$ cat src/rtl/bus_arbiter.sv
// Round-robin owner selection and burst sequencing for the shared 32-bit tri-state bus.
// Produces the one-hot buffer enables and captures the bus value on every beat.
//
//  state | meaning
//  IDLE  | no owner; arbitrate among pending requests each cycle
//  DRIVE | one beat per cycle from the granted source until beat_cnt hits 0
//  TURN  | bus released, all cs low, turn_cnt counts down to 0
module bus_arbiter #(
  parameter int N        = 4,
  parameter int LEN_W    = 4,
  parameter int TURN_CYC = 1
) (
  input  logic               clk,
  input  logic               rst,
  input  logic [N-1:0]       req,
  input  logic [N*LEN_W-1:0] len,
  input  logic [31:0]        bus_in,
  output logic [N-1:0]       grant_cs,
  output logic [2:0]         grant_id,
  output logic               busy,
  output logic               last,
  output logic [31:0]        cap_data,
  output logic               cap_valid
);

  typedef enum logic [1:0] {IDLE, DRIVE, TURN} state_t;

  state_t           state;
  logic [2:0]       ptr;
  logic [LEN_W-1:0] beat_cnt;
  logic [3:0]       turn_cnt;

  logic [2*N-1:0]   req_dbl;
  logic [N-1:0]     req_rot;
  logic [3:0]       idx;
  logic [2:0]       winner;
  logic             win_valid;
  logic [N-1:0]     win_onehot;
  logic [LEN_W-1:0] len_win;
  logic [2:0]       next_ptr;

  // Rotate requests so bit 0 is the current priority holder; the lowest set bit wins.
  always_comb begin
    req_dbl = {req, req};
    req_rot = N'(req_dbl >> ptr);
    idx     = 4'(ptr);
    for (int k = N - 1; k >= 0; k--) begin
      if (req_rot[k]) idx = 4'(ptr) + 4'(k);
    end
    winner    = (idx >= 4'(N)) ? 3'(idx - 4'(N)) : 3'(idx);
    win_valid = |req;
  end

  always_comb begin
    win_onehot = '0;
    len_win    = '0;
    for (int k = 0; k < N; k++) begin
      if (3'(k) == winner) begin
        win_onehot[k] = 1'b1;
        len_win       = len[k*LEN_W +: LEN_W];
      end
    end
  end

  assign next_ptr = (grant_id == 3'(N - 1)) ? 3'd0 : grant_id + 3'd1;
  assign last     = (state == DRIVE) && (beat_cnt == '0);

  always_ff @(posedge clk) begin
    if (rst) begin
      state     <= IDLE;
      grant_cs  <= '0;
      grant_id  <= '0;
      busy      <= 1'b0;
      cap_data  <= '0;
      cap_valid <= 1'b0;
      ptr       <= '0;
      beat_cnt  <= '0;
      turn_cnt  <= '0;
    end else begin
      cap_valid <= 1'b0;
      case (state)
        IDLE: begin
          if (win_valid) begin
            grant_cs <= win_onehot;
            grant_id <= winner;
            beat_cnt <= len_win;
            busy     <= 1'b1;
            state    <= DRIVE;
          end
        end
        DRIVE: begin
          cap_data  <= bus_in;
          cap_valid <= 1'b1;
          if (beat_cnt != '0) begin
            beat_cnt <= beat_cnt - LEN_W'(1);
          end else begin
            grant_cs <= '0;
            grant_id <= '0;
            busy     <= 1'b0;
            ptr      <= next_ptr;
            if (TURN_CYC > 0) begin
              turn_cnt <= 4'(TURN_CYC - 1);
              state    <= TURN;
            end else begin
              state <= IDLE;
            end
          end
        end
        TURN: begin
          if (turn_cnt == 4'd0) state <= IDLE;
          else                  turn_cnt <= turn_cnt - 4'd1;
        end
        default: state <= IDLE;
      endcase
    end
  end

endmodule

$ cat config.mk
export PLATFORM = sky130hd
export DESIGN_NAME = bus_arbiter
export DESIGN_NICKNAME = d
export VERILOG_FILES = /design/src/rtl/bus_arbiter.sv
export SDC_FILE = /design/constraint.sdc
export NUM_CORES = 1
export LEC_CHECK = 0
export BUFFER_PORTS_ARGS = -buffer_cell sky130_fd_sc_hd__buf_2
export CORE_MARGIN = 3
export CORE_UTILIZATION = 54
export CTS_CLUSTER_SIZE = 16
export DETAILED_ROUTE_END_ITERATION = 8
export PLACE_DENSITY = 0.85
export SETUP_SLACK_MARGIN = 0.2
export SLEW_MARGIN = 20
export SYNTH_ARGS = -nofsm -noshare
export SYNTH_HDL_FRONTEND = slang
export SYNTH_SLANG_ARGS = --single-unit
$ cat constraint.sdc
create_clock -name clk -period 5 [get_ports clk]
set_input_delay 1 -clock clk [delete_from_list [all_inputs] [get_ports clk]]
set_output_delay 1 -clock clk [all_outputs]
set_load 0.005 [all_outputs]
=== Yosys cells after proc, flatten, opt, wreduce, memory -nomap -nowiden ===
Index checks and enable logic that the tools add are counted.

* Input port bits: 54
* Logic and storage cells: 77
* Flip-flop bits (word level): 54
* Output and inout port bits: 42

* Eq/ne operators: 11
* Add/sub/neg operators: 7
* Bitwise gates (word level): 1
* Multiplexer cells: 33
* Reduce and logical (&&, ||, !) cells: 14
* Shift-type cells: 1
* $lt $le $gt $ge: 1

{| class="wikitable"
|+ Operator list
! kind !! count
|-
| 2-to-1 mux 4 bit || 13
|-
| case mux 4 bit (2 select lines) || 3
|-
| 2-to-1 mux 3 bit || 4
|-
| AND reduction 3 bit || 4
|-
| adder 3 x 2 -> 4 bit, second input constant || 2
|-
| zero test 4 bit || 2
|-
| inequality test 2 bit, second input constant || 4
|-
| >> shifter 8 x 3 -> 4 bit || 1
|-
| subtractor 4 x 1 -> 4 bit, second input constant || 2
|-
| 2-to-1 mux 1 bit || 7
|-
| == test 2 x 3 -> 1 bit, first input constant || 2
|-
| 2-to-1 mux 2 bit || 3
|-
| case mux 2 bit (3 select lines) || 1
|-
| case mux 3 bit (2 select lines) || 1
|-
| adder 3 x 1 -> 4 bit, second input constant || 1
|-
| >= comparator 4 x 3 -> 1 bit, second input constant || 1
|-
| nonzero test 2 bit || 2
|-
| nonzero test 4 bit || 1
|-
| OR reduction 4 bit || 1
|-
| adder 3 x 1 -> 3 bit, second input constant || 1
|-
| == test 1 x 3 -> 1 bit, first input constant || 1
|-
| == test 3 x 2 -> 1 bit, second input constant || 1
|-
| zero test 3 bit || 1
|-
| subtractor 3 bit, second input constant || 1
|-
| 8 further kinds || 8
|}

=== Logic depth before layout (Yosys ltp) ===
Gate-level depths: netlist of run 1.

* Word-level depth: 14
* Mapped depth: 11
* Mapped depth without buffers: 9

=== Least setup slack after synthesis of run 1 ===
No wires, ideal clock.

* Path kind: input port to flip-flop
* Start point: input port req[1]
* End point: register beat_cnt[1]
* Cell stages on the path: 7
* Setup time: 0.147 ns
* Setup slack: 2.107 ns
* Arrival: 2.746 ns
* Data required time: 4.853 ns
* Cells stage by stage: buf_2 -> mux4_2 -> o31a_1 -> a21o_4 -> mux2_4 -> o221ai_1 -> a211oi_1

* Word-level cells in the longest chain between the ends: 14
* Elaborated cells between the ends (all ways): 21
* Those cells by class: 1 x add/sub; 1 x order compare; 4 x eq/ne; 1 x shift; 11 x mux; 3 x reduce/logical

{| class="wikitable"
|+ Ends and longest elaborated chain
! what !! RTL line !! text
|-
| from (decl) || 15 || <nowiki>input logic [N-1:0] req,</nowiki>
|-
| >> shifter 8 x 3 -> 4 bit || 45 || <nowiki>req_rot = N'(req_dbl >> ptr);</nowiki>
|-
| 2-to-1 mux 4 bit (4 in series) || 48 || <nowiki>if (req_rot[k]) idx = 4'(ptr) + 4'(k);</nowiki>
|-
| >= comparator 4 x 3 -> 1 bit / subtractor 3 bit (equally long branches) || 50 || <nowiki>winner = (idx >= 4'(N)) ? 3'(idx - 4'(N)) : 3'(idx);</nowiki>
|-
| 2-to-1 mux 3 bit || 50 ||
|-
| zero test 3 bit || 58 || <nowiki>if (3'(k) == winner) begin</nowiki>
|-
| 2-to-1 mux 4 bit (4 in series) || 58 ||
|-
| 2-to-1 mux 4 bit || 83 || <nowiki>if (win_valid) begin</nowiki>
|-
| case mux 4 bit (2 select lines) || 81 || <nowiki>case (state)</nowiki>
|-
| to (signal assigned) || 86 || <nowiki>beat_cnt <= len_win;</nowiki>
|-
| to (signal assigned) || 95 || <nowiki>beat_cnt <= beat_cnt - LEN_W'(1);</nowiki>
|-
| to (decl) || 30 || <nowiki>logic [LEN_W-1:0] beat_cnt;</nowiki>
|}

Several ways; a longest one is shown, not always the timed one. The select of a mux whose other input is x is not followed.
A chain may end at the register's enable or synchronous reset.

=== Worst setup path in the final report of run 1 ===
* Start point: register ptr[0]
* End point: register beat_cnt[1]

* Word-level cells in the longest chain between the ends: 14
* Elaborated cells between the ends (all ways): 21
* Those cells by class: 4 x add/sub; 1 x order compare; 3 x eq/ne; 1 x shift; 11 x mux; 1 x reduce/logical

{| class="wikitable"
|+ Ends and longest elaborated chain
! what !! RTL line !! text
|-
| from (decl) || 29 || <nowiki>logic [2:0] ptr;</nowiki>
|-
| from (signal assigned) || 100 || <nowiki>ptr <= next_ptr;</nowiki>
|-
| adder 3 x 2 -> 4 bit / >> shifter 8 x 3 -> 4 bit (equally long branches) || 48, 45 ||
|-
| 2-to-1 mux 4 bit (3 in series) || 48 ||
|-
| 2-to-1 mux 4 bit (*) || 48 ||
|-
| >= comparator 4 x 3 -> 1 bit / subtractor 3 bit (equally long branches) || 50 ||
|-
| 2-to-1 mux 3 bit (*) || 50 ||
|-
| zero test 3 bit || 58 ||
|-
| 2-to-1 mux 4 bit (3 in series) || 58 ||
|-
| 2-to-1 mux 4 bit (*) || 58 ||
|-
| 2-to-1 mux 4 bit (*) || 83 ||
|-
| case mux 4 bit (2 select lines) (*) || 81 ||
|}

Every way passes the cells marked *; elsewhere a longest branch is shown, timed or not. The select of a mux whose other input is x is not followed.

==> results.sh, run 1 <==
export IMPL_worst_r2r_cell_count=8
export IMPL_synth_flop_cell="dfxtp_1"
export IMPL_post_route_fraction_of_the_period_consumed_by_the_critical_path=0.656
export IMPL_setup_worst_path_end_class="flip-flop"
export IMPL_report_final_slew_viol_count=0
export IMPL_drive_above_1_share=0.270
export IMPL_postSynthNetCount=417
export IMPL_die_outline_area_sq_mm=0.00612
export IMPL_drcViolationCount=0
export IMPL_layout_area_overhead_vs_synth_pct=20.9
export IMPL_synthCells=355
export IMPL_detail_route_iter0_violations=203
export IMPL_numPortBuffers=95
export IMPL_cts_htree_levels=2
export IMPL_p_leak_nw=1.52
export IMPL_timing_critical_path_from_type="flip-flop"
export IMPL_register_clock_pin_slew_on_the_reported_worst_setup_and_hold_paths_ps=100
export IMPL_async_set_reset_flop_share_out_of_synthesis=0
export IMPL_core_region_area_sq_mm=0.00488
export IMPL_post_cts_resized_instances=0
export IMPL_cts_tree="done"
export IMPL_drv_cap=0
export IMPL_worst_r2r_setup_slack_ps=1720
export IMPL_synth_cell_type_count=56
export IMPL_timing_final_hold_violations=0
export IMPL_routed_wire_length_per_instance_um=14.0
export IMPL_number_of_synthesized_flops_with_an_enable_pin=0
export IMPL_max_buffers_root_to_sink=2
export IMPL_outcome="finished clean"
export IMPL_fillers=419
export IMPL_yosysWarnings=0
export IMPL_antennaDiodeCount=0
export IMPL_leading_cell_type_in_the_layout_fill_and_taps_excluded="buf_2"
export IMPL_post_cts_setup_buffer_count=0
export IMPL_nets=501
export IMPL_type_of_the_worst_setup_path="reg2reg"
export IMPL_cts_hold_buffers_added=0
export IMPL_worst_slew_pin_transition_ps=937
export IMPL_vdd_drop_max_v=0.000285
export IMPL_cts_buffers_inserted=5
export IMPL_cts_root_buf="clkbuf_8"
export IMPL_initial_antenna_violation_count=0
export IMPL_hold_path_stages=2
export IMPL_fin_worst_skew_ps=13.3
export IMPL_total_number_of_vias=2863
export IMPL_ys_ff_latch=54
export IMPL_mean_number_of_vias_per_cell=5.65
export IMPL_finish_utilization=0.698
export IMPL_post_dp_hpwl_um=5320
export IMPL_grt_total_usage=0.232
export IMPL_routed_wirelength_um=7110
export IMPL_detail_route_antenna_nets=0
export IMPL_unrepaired_setup_endpoints_after_global_routing="no"
export IMPL_hold_ws_ps=455
export IMPL_die_x_um=78.3
export IMPL_register_area_share_after_synthesis=0.383
export IMPL_chip_height_um=78.3
export IMPL_floorplan_io_pins=96
export IMPL_grt_pass1_wl_um=11800
export IMPL_gp_congestion=0.893
export IMPL_final_setup_violation_count=0
export IMPL_min_delay_path_class="reg2reg"
export IMPL_clock_sink_count=54
export IMPL_floorplan_rows=25
export IMPL_fin_crit_ps=3280
export IMPL_grt_overflow_total=0
export IMPL_cp_required_ps=5150
export IMPL_post_synth_cell_area_avg_sq_um=7.94
export IMPL_worst_path_max_fanout=22
export IMPL_finalSetupTns_ps=0
export IMPL_worst_endpoint_arrival_ps=3430
export IMPL_relSlewSlack=0.375
export IMPL_layout_common_cells="95 x buf_2, 75 x nand2_1, 54 x dfxtp_1, 50 x a21oi_1, 26 x nor2_1"
export IMPL_clk_latency_ps=300
export IMPL_first_global_vias=2659
export IMPL_start_util=0.578
export IMPL_maximum_number_of_pins_on_one_net_before_global_route_repair=56
export IMPL_power_density_mw_per_mm2=458
export IMPL_timing_fmax_ghz=0.305
export IMPL_synth_cell_area_sq_mm=0.00282
export IMPL_drt_pass1_iterations=5
==> area by class of cell <==
class	instances	area, sq um	share of cell area
repair buffers	97	490	0.144
well taps	67	83.8	0.0246
clock buffers	7	86.3	0.0253
multi-input cells	271	1620	0.475
flip-flops and latches	54	1080	0.317
clock inverters	1	8.76	0.00257
inverters	10	37.5	0.0110
==> worst max-delay path, cell delays in order (launching register included) <==
cell and delay, ps:
dfxtp_1 820, inv_1 390, ha_1 450, xor2_1 190
o221a_2 310, a21oi_1 450, o221ai_1 210, o221ai_1 200
a211oi_1 120
==> kinds of logic (layout without fill, tap and decap cells) <==
group / Yosys count / in the layout / share of synthesized area
adder cells (fa/ha/maj): 8 / 8 / 0.0355
AND/OR/NAND/NOR: 144 / 144 / 0.228
buffers and inverters: 30 / 115 / 0.0426
XOR/XNOR: 4 / 4 / 0.0124
multiplexers: 14 / 14 / 0.0590
AO/OA/AOI/OAI: 101 / 101 / 0.239
flip-flops: 54 / 54 / 0.383
==> flip-flops by register name, indices dropped and copies added (netlist names) <==
name and count:
turn_cnt 4, beat_cnt 4, grant_cs 4, state 2
cap_data 32, busy 1, grant_id 3, cap_valid 1
ptr 3
==> synthesized netlist by cell type, drive strengths merged, types with 2 or more instances <==
| master | count | share of area |
|---|---|---|
| nor2b | 3 | 0.0067 |
| a31oi | 5 | 0.011 |
| clkbuf | 17 | 0.023 |
| nand3b | 2 | 0.0053 |
| o2bb2ai | 4 | 0.012 |
| o221ai | 5 | 0.016 |
| o21ai | 5 | 0.0089 |
| buf | 3 | 0.0062 |
| a22o | 2 | 0.0062 |
| xnor2 | 3 | 0.0093 |
| a21o | 4 | 0.013 |
| nor3 | 8 | 0.016 |
| nor3b | 2 | 0.0053 |
| o211ai | 2 | 0.0053 |
| mux2i | 8 | 0.028 |
| inv | 9 | 0.012 |
| a21oi | 50 | 0.089 |
| dfxtp | 54 | 0.38 |
| a22oi | 4 | 0.011 |
| and2 | 2 | 0.0044 |
| ha | 8 | 0.036 |
| nor2 | 27 | 0.036 |
| nand2 | 75 | 0.10 |
| mux2 | 5 | 0.023 |
| a32oi | 5 | 0.016 |
| nand3 | 11 | 0.020 |
| nor4 | 4 | 0.0089 |
| nand2b | 5 | 0.011 |
| a211oi | 3 | 0.0098 |
==> metal layers <==
layer	up-vias	track usage	share of wire
met2	102	0.401	0.49
met5	-	0	0
met3	11	0.0562	0.063
met1	1324	0.288	0.43
li1	1426	-	-
met4	0	0.0647	0.013
==> metrics by stage <==
| stage | setup slack, ps | instances | cell area [sq um] | total power, W |
|---|---|---|---|---|
| after CTS | 1770 | 507 | 3410 | 0.00157 |
| after detailed placement | 1710 | 499 | 3310 | 0.00131 |
| after global routing | 1520 | 507 | 3410 | 0.00168 |
| final | 1720 | 507 | 3410 | 0.00156 |
| after global placement | 1790 | 499 | 3310 | 0.00129 |
| after floorplan | 2110 | 355 | 2820 | 0.00110 |
==> final timing paths <==
| check | startpoint | to |
|---|---|---|
| worst min register to register | cap_data[10] | cap_data[10] |
| worst min-delay path | cap_data[10] | cap_data[10] |
| worst max register to register | ptr[0] | beat_cnt[1] |
| worst max-delay path | ptr[0] | beat_cnt[1] |
==> where the power goes <==
group | total, W | switching (W) | internal (W) | leakage [nW]
logic | 0.000704 | 0.000407 | 0.000297 | 1.03
clock network | 0.000251 | 0.000137 | 0.000115 | 0.0489
registers | 0.000606 | 0.0000818 | 0.000525 | 0.443
total | 0.00156 | 0.000625 | 0.000937 | 1.52
Note: power is estimated with default switching activity, not from simulation.
==> inputs of run 2 (changes only) <==
--- a/config.mk
+++ b/config.mk
@@ -5,12 +5,13 @@
 export SDC_FILE = /design/constraint.sdc
 export NUM_CORES = 1
 export LEC_CHECK = 0
+export ABC_AREA = 1
 export BUFFER_PORTS_ARGS = -buffer_cell sky130_fd_sc_hd__buf_2
 export CORE_MARGIN = 3
-export CORE_UTILIZATION = 54
+export CORE_UTILIZATION = 49
 export CTS_CLUSTER_SIZE = 16
 export DETAILED_ROUTE_END_ITERATION = 8
-export PLACE_DENSITY = 0.85
+export PLACE_DENSITY = 0.79
 export SETUP_SLACK_MARGIN = 0.2
 export SLEW_MARGIN = 20
 export SYNTH_ARGS = -nofsm -noshare
==> constraint.sdc (replaced) <==
create_clock -name clk -period 3.35 [get_ports clk]
set_input_delay 0.67 -clock clk [delete_from_list [all_inputs] [get_ports clk]]
set_output_delay 0.67 -clock clk [all_outputs]
set_load 0.005 [all_outputs]
==> run 2 against run 1 <==
  * Core utilization decreased by 6.7 points
  * Worst hold slack improved by 26 ps
  * Sequential share of layout area increased by 1.6 points
  * Synthesized cell count increased by 9.6%
  * Cell count increased by 8.5%
  * Combinational power increased by 120%
  * Non-clock buffer count increased by 1
  * Clock power increased by 50%
  * Critical path type unchanged
  * Largest cell class unchanged
==> results.sh, run 2 <==
export IMPL_outcome="finished clean"
export IMPL_yosysWarnings=0
export IMPL_register_clock_pin_slew_on_the_reported_worst_setup_and_hold_paths_ps=90
export IMPL_initial_antenna_violation_count=0
export IMPL_post_synth_cell_area_avg_sq_um=6.76
export IMPL_fin_worst_skew_ps=4.37
export IMPL_vdd_drop_max_v=0.000464
export IMPL_nets=541
export IMPL_cts_tree="done"
export IMPL_timing_fmax_ghz=0.455
export IMPL_crit_path_top_delay_cell="dfxtp_1"
export IMPL_antennaDiodeCount=0
export IMPL_total_number_of_vias=2667
export IMPL_unrepaired_setup_endpoints_after_global_routing="no"
export IMPL_leading_cell_type_in_the_layout_fill_and_taps_excluded="buf_2"
export IMPL_post_place_cells=542
export IMPL_clock_sink_count=54
export IMPL_detail_route_antenna_nets=0
export IMPL_max_buffers_root_to_sink=2
export IMPL_postSynthNetCount=451
export IMPL_worst_endpoint_arrival_ps=2390
export IMPL_fin_crit_ps=2200
export IMPL_post_cts_setup_buffer_count=0
export IMPL_path_common_cell="nand2_1"
export IMPL_post_route_fraction_of_the_period_consumed_by_the_critical_path=0.656
export IMPL_p_clk_frac=0.125
export IMPL_drv_cap=0
export IMPL_cts_root_buf="clkbuf_8"
export IMPL_dpl_instance_area_sq_mm=0.00315
export IMPL_timing_final_hold_violations=0
export IMPL_power_density_mw_per_mm2=924
export IMPL_netSwitchingFraction=0.448
export IMPL_cts_buffers_inserted=5
export IMPL_detail_route_iter0_violations=137
export IMPL_p_switching_w=0.00134
export IMPL_ys_ff_latch=54
export IMPL_routed_wirelength_um=6180
export IMPL_yosys_top_cells_area="dfxtp_1 41%, nand2_1 12%, nor2_1 12%"
export IMPL_number_of_synthesized_flops_with_an_enable_pin=0
export IMPL_cts_hold_buffers_added=0
export IMPL_layout_common_cells="95 x buf_2, 86 x nand2_1, 85 x nor2_1, 54 x dfxtp_1, 39 x o21ai_0"
export IMPL_report_final_slew_viol_count=0
export IMPL_most_frequent_cell_after_synthesis="nand2_1"
export IMPL_die_outline_area_sq_mm=0.00629
export IMPL_min_delay_path_class="reg2reg"
export IMPL_worst_slew_pin_transition_ps=464
export IMPL_finalSetupTns_ps=0
export IMPL_largest_register="cap_data"
export IMPL_layout_area_overhead_vs_synth_pct=23.3
export IMPL_synth_cell_area_sq_mm=0.00263
export IMPL_hold_ws_ps=481
export IMPL_cell_type_with_the_highest_aggregate_area_in_the_netlist="dfxtp_1"
export IMPL_p_int_w=0.00165
export IMPL_drive_above_1_share=0.267
export IMPL_post_cts_resized_instances=0
export IMPL_clk_latency_ps=300
export IMPL_design_area_sq_mm=0.00324
export IMPL_grt_overflow_total=0
export IMPL_p_leak_nw=1.65
export IMPL_yosys_area_top_type_share=0.411
export IMPL_drt_pass1_iterations=4
export IMPL_seq_power_share=0.353
export IMPL_cp_required_ps=3540
export IMPL_pwr_share_comb=0.522
export IMPL_relSlewSlack=0.690
export IMPL_mean_number_of_vias_per_cell=4.85
export IMPL_async_set_reset_flop_share_out_of_synthesis=0
export IMPL_first_global_vias=2400
export IMPL_core_region_area_sq_mm=0.00514
export IMPL_timing_critical_path_from_type="flip-flop"
export IMPL_grt_total_usage=0.204
export IMPL_start_util=0.512
export IMPL_die_x_um=79.3
export IMPL_floorplan_rows=26
export IMPL_synth_cell_type_count=30
export IMPL_floorplan_io_pins=96
export IMPL_finish_utilization=0.631
export IMPL_flip_flop_count_of_the_largest_register_all_copies_and_words_added=32
export IMPL_register_area_share_after_synthesis=0.411
export IMPL_final_setup_violation_count=0
export IMPL_worst_path_max_fanout=10
export IMPL_synth_top_cells_by_count="86 x nand2_1, 85 x nor2_1, 54 x dfxtp_1"
export IMPL_numPortBuffers=95
export IMPL_type_of_the_worst_setup_path="reg2reg"
export IMPL_synthCells=389
export IMPL_routed_wire_length_per_instance_um=11.2
export IMPL_final_cell_count_no_fill=550
export IMPL_critical_path_max_stage_delay_ps=620
export IMPL_setup_worst_path_end_class="flip-flop"
export IMPL_cts_htree_levels=2
export IMPL_gp_congestion=0.834
export IMPL_chip_height_um=79.3
export IMPL_synth_flop_cell="dfxtp_1"
export IMPL_post_dp_hpwl_um=4730
export IMPL_maximum_number_of_pins_on_one_net_before_global_route_repair=39
export IMPL_crit_chain="inv_6, nand2_1, nand3_1, o21ai_1, inv_2, nand2_1, inv_2, nand2_2, nand3_1, nor2_1, nand2_1, nand2_1, nand2_1, nand2_1, a21oi_2"
export IMPL_drcViolationCount=0
export IMPL_grt_pass1_wl_um=10400
## run 2: cell types whose count changed after synthesis, moves of 5 or more
cell and delta:
mux2i_1 -8, a21oi_1 -29, a31oi_1 -5, nor2_1 +58
o221ai_1 -5, o21ai_0 +34, nand2b_1 -5, clkbuf_1 -7
nand2_2 +5, nand2_1 +11, inv_1 +23, a32oi_1 -5
## run 2: power by group through the flow
| stage | clock [W] | combinational [W] | sequential [W] |
|---|---|---|---|
| 2_1_floorplan | 0 | 0.00112 | 0.00105 |
| 6_report | 0.000376 | 0.00156 | 0.00106 |
| 4_1_cts | 0.000386 | 0.00158 | 0.00106 |
| 5_1_grt | 0.000410 | 0.00182 | 0.00109 |
| 3_5_place_dp | 0 | 0.00157 | 0.00107 |
| 3_3_place_gp | 0 | 0.00153 | 0.00106 |
## run 2: critical path: cells and delay by family, from the launching register on
kind            cells  cell delay (ps)
compound gates      2              230
buf+inv             3              190
simple gates       10             1040
flops               1              620
## run 2: path summary, 6_finish.rpt
path	startpoint	end	slack [ps]	depth (start not counted)
setup / recovery	ptr[0]	beat_cnt[2]	1150	15
hold / removal	grant_cs[3]	grant_cs[3]	480	2
setup reg to reg	ptr[0]	beat_cnt[2]	1150	15
hold reg to reg	grant_cs[3]	grant_cs[3]	480	2
## run 2: layout make-up
class                      instances  area [sq um]
fill                             503          1900
multi-input combinational        283          1340
sequential                        54          1080
timing repair buffer              98           498
inverter                          37           144
tap                               70          87.6
clock buffer                       6          82.6
clock inverter                     2          12.5
## run 2: stage by stage
step	setup WS (ps)	power, W
after floorplan	1390	0.00218
after global placement	1050	0.00259
after detailed placement	1020	0.00264
after CTS	1150	0.00302
after global routing	846	0.00331
final	1150	0.00300
## run 2: per-layer routing
layer / track usage / share of wire / vias to the layer above
met5: 0 / 0 / -
met1: 0.251 / 0.45 / 1171
met2: 0.343 / 0.48 / 69
li1: - / - / 1414
met4: 0.0790 / 0.019 / 0
met3: 0.0499 / 0.053 / 13
## run 2: cell families after synthesis
group	count (synthesis)	share of synthesized area
AND/OR/NAND/NOR	199	0.309
XOR/XNOR	1	0.00333
flip-flops	54	0.411
buffers and inverters	52	0.0808
AO/OA/AOI/OAI	75	0.158
adder cells (fa/ha/maj)	8	0.0380
==> inputs of run 3 (changes only) <==
--- a/config.mk
+++ b/config.mk
@@ -5,13 +5,13 @@
 export SDC_FILE = /design/constraint.sdc
 export NUM_CORES = 1
 export LEC_CHECK = 0
-export ABC_AREA = 1
+export ABC_AREA = 0
 export BUFFER_PORTS_ARGS = -buffer_cell sky130_fd_sc_hd__buf_2
 export CORE_MARGIN = 3
-export CORE_UTILIZATION = 49
+export CORE_UTILIZATION = 50
 export CTS_CLUSTER_SIZE = 16
 export DETAILED_ROUTE_END_ITERATION = 8
-export PLACE_DENSITY = 0.79
+export PLACE_DENSITY = 0.8
 export SETUP_SLACK_MARGIN = 0.2
 export SLEW_MARGIN = 20
 export SYNTH_ARGS = -nofsm -noshare
==> constraint.sdc (replaced) <==
create_clock -name clk -period 2.1 [get_ports clk]
set_input_delay 0.42 -clock clk [delete_from_list [all_inputs] [get_ports clk]]
set_output_delay 0.42 -clock clk [all_outputs]
set_load 0.005 [all_outputs]
==> run 3 against run 2 <==
  * The flow now finishes with violations (setup timing)
  * Die area rose by 4.6%
  * Global-route usage rose by 7.2 points
  * Largest power group unchanged
  * Sequential power rose by 36%
  * Cell area rose by 29%
==> results.sh, run 3 (synthesis results as in run 1) <==
export IMPL_min_delay_path_class="in2reg"
export IMPL_grt_overflow_total=0
export IMPL_flip_flop_count_of_the_largest_register_all_copies_and_words_added=32
export IMPL_start_util=0.535
export IMPL_layout_area_overhead_vs_synth_pct=48.4
export IMPL_antennaDiodeCount=0
export IMPL_fin_worst_skew_ps=12.3
export IMPL_max_buffers_root_to_sink=2
export IMPL_layout_common_cells="95 x buf_2, 74 x nand2_1, 50 x dfxtp_1, 49 x buf_4, 48 x a21oi_1"
export IMPL_finalSetupTns_ps=-1280
export IMPL_cts_buffers_inserted=5
export IMPL_grt_total_usage=0.276
export IMPL_dpl_instance_area_sq_mm=0.00373
export IMPL_failed_checks="setup timing"
export IMPL_register_clock_pin_slew_on_the_reported_worst_setup_and_hold_paths_ps=100
export IMPL_final_cell_count_no_fill=568
export IMPL_crit_chain="inv_4, mux4_2, buf_4, o31ai_4, a21o_4, buf_6, mux2i_2, mux2i_1, o2bb2ai_1"
export IMPL_leading_cell_type_in_the_layout_fill_and_taps_excluded="buf_2"
export IMPL_type_of_the_worst_setup_path="reg2reg"
export IMPL_maximum_number_of_pins_on_one_net_before_global_route_repair=36
export IMPL_gp_congestion=0.930
export IMPL_critical_path_max_stage_delay_ps=580
export IMPL_clk_latency_ps=310
export IMPL_floorplan_io_pins=96
export IMPL_numPortBuffers=95
export IMPL_nets=559
export IMPL_fillers=350
export IMPL_grtUsageMet3=0.0488
export IMPL_final_setup_violation_count=10
export IMPL_die_x_um=81.1
export IMPL_setup_worst_path_end_class="flip-flop"
export IMPL_grtUsageMet1=0.336
export IMPL_post_dp_hpwl_um=6110
export IMPL_post_place_cells=548
export IMPL_layout_area_seq_sq_mm=0.00109
export IMPL_fin_crit_ps=2390
export IMPL_die_outline_area_sq_mm=0.00657
export IMPL_first_global_vias=3036
export IMPL_vdd_drop_max_v=0.000913
export IMPL_drive_above_1_share=0.424
export IMPL_largest_register="cap_data"
export IMPL_relSlewSlack=0.644
export IMPL_hold_ws_ps=332
export IMPL_timing_final_hold_violations=0
export IMPL_routed_wirelength_um=10300
export IMPL_cts_hold_buffers_added=0
export IMPL_cts_root_buf="clkbuf_8"
export IMPL_grt_util_met2=0.468
export IMPL_drt_pass1_iterations=7
export IMPL_worst_slack_ps=-287
export IMPL_p_leak_nw=1.88
export IMPL_crit_path_top_delay_cell="mux4_2"
export IMPL_detail_route_antenna_nets=0
export IMPL_cts_tree="done"
export IMPL_report_final_slew_viol_count=0
export IMPL_mean_number_of_vias_per_cell=6.02
export IMPL_globalRoute_busiestLayer="met2"
export IMPL_post_route_fraction_of_the_period_consumed_by_the_critical_path=1.14
export IMPL_timing_critical_path_from_type="flip-flop"
export IMPL_chip_height_um=81.1
export IMPL_worst_endpoint_arrival_ps=2570
export IMPL_design_area_sq_mm=0.00418
export IMPL_cp_required_ps=2290
export IMPL_core_region_area_sq_mm=0.00527
export IMPL_floorplan_rows=26
export IMPL_combined_area_of_the_multi_input_logic_cells_sq_mm=0.00187
export IMPL_grt_pass1_wl_um=14200
export IMPL_detail_route_iter0_violations=385
export IMPL_finish_utilization=0.794
export IMPL_cts_htree_levels=2
export IMPL_unrepaired_setup_endpoints_after_global_routing="yes"
export IMPL_total_number_of_vias=3420
export IMPL_worst_slew_pin_transition_ps=529
export IMPL_worst_path_max_fanout=5
export IMPL_outcome="complete, but fails checks"
export IMPL_power_density_mw_per_mm2=1140
export IMPL_drcViolationCount=0
export IMPL_timing_fmax_ghz=0.419
export IMPL_initial_antenna_violation_count=0
export IMPL_clock_sink_count=54
export IMPL_drv_cap=0
export IMPL_routed_wire_length_per_instance_um=18.1
==> run 3: critical path: cells and delay by family, from the launching register on <==
| family | cells | cell delay [ps] |
|---|---|---|
| mux | 3 | 930 |
| compound gates | 3 | 630 |
| buf+inv | 3 | 370 |
| flops | 1 | 350 |
==> run 3: path summary, 6_finish.rpt <==
kind,startpoint,endpoint,slack [ps],depth (start not counted)
worst max-delay path,ptr[1],beat_cnt[0],-290,9
worst min-delay path,bus_in[12],cap_data[12],330,3
worst max register to register,ptr[1],beat_cnt[0],-290,9
worst min register to register,cap_data[6],cap_data[6],450,2
==> run 3: area by class of cell <==
class,instances,area share
well taps,70,0.0209
clock inverters,2,0.00927
inverters,10,0.0102
multi-input cells,271,0.446
clock buffers,6,0.0197
flip-flops and latches,54,0.260
repair buffers,155,0.233
==> run 3: power by group <==
group	internal, W	switching [W]	leakage (nW)
Sequential	0.00126	0.000185	0.445
Clock	0.000393	0.000347	0.0618
Combinational	0.00119	0.00139	1.37
Total	0.00284	0.00192	1.88
==> run 3: timing repair <==
action,in CTS,in global routing
resized for setup,26,22
setup buffers,9,3
setup endpoints to repair,12,14
pin swaps,18,10
==> run 3: routing by layer <==
layer	up-vias	part of all wire
met2	224	0.48
met3	64	0.078
met1	1583	0.37
li1	1549	-
met5	-	0
met4	0	0.066
==> run 3: metrics by stage <==
stage               power (W)  setup slack (ps)
floorplan             0.00271              -150
global placement      0.00340              -245
detailed placement    0.00348              -308
CTS                   0.00445             -56.6
global route          0.00500              -319
finish                0.00476              -287
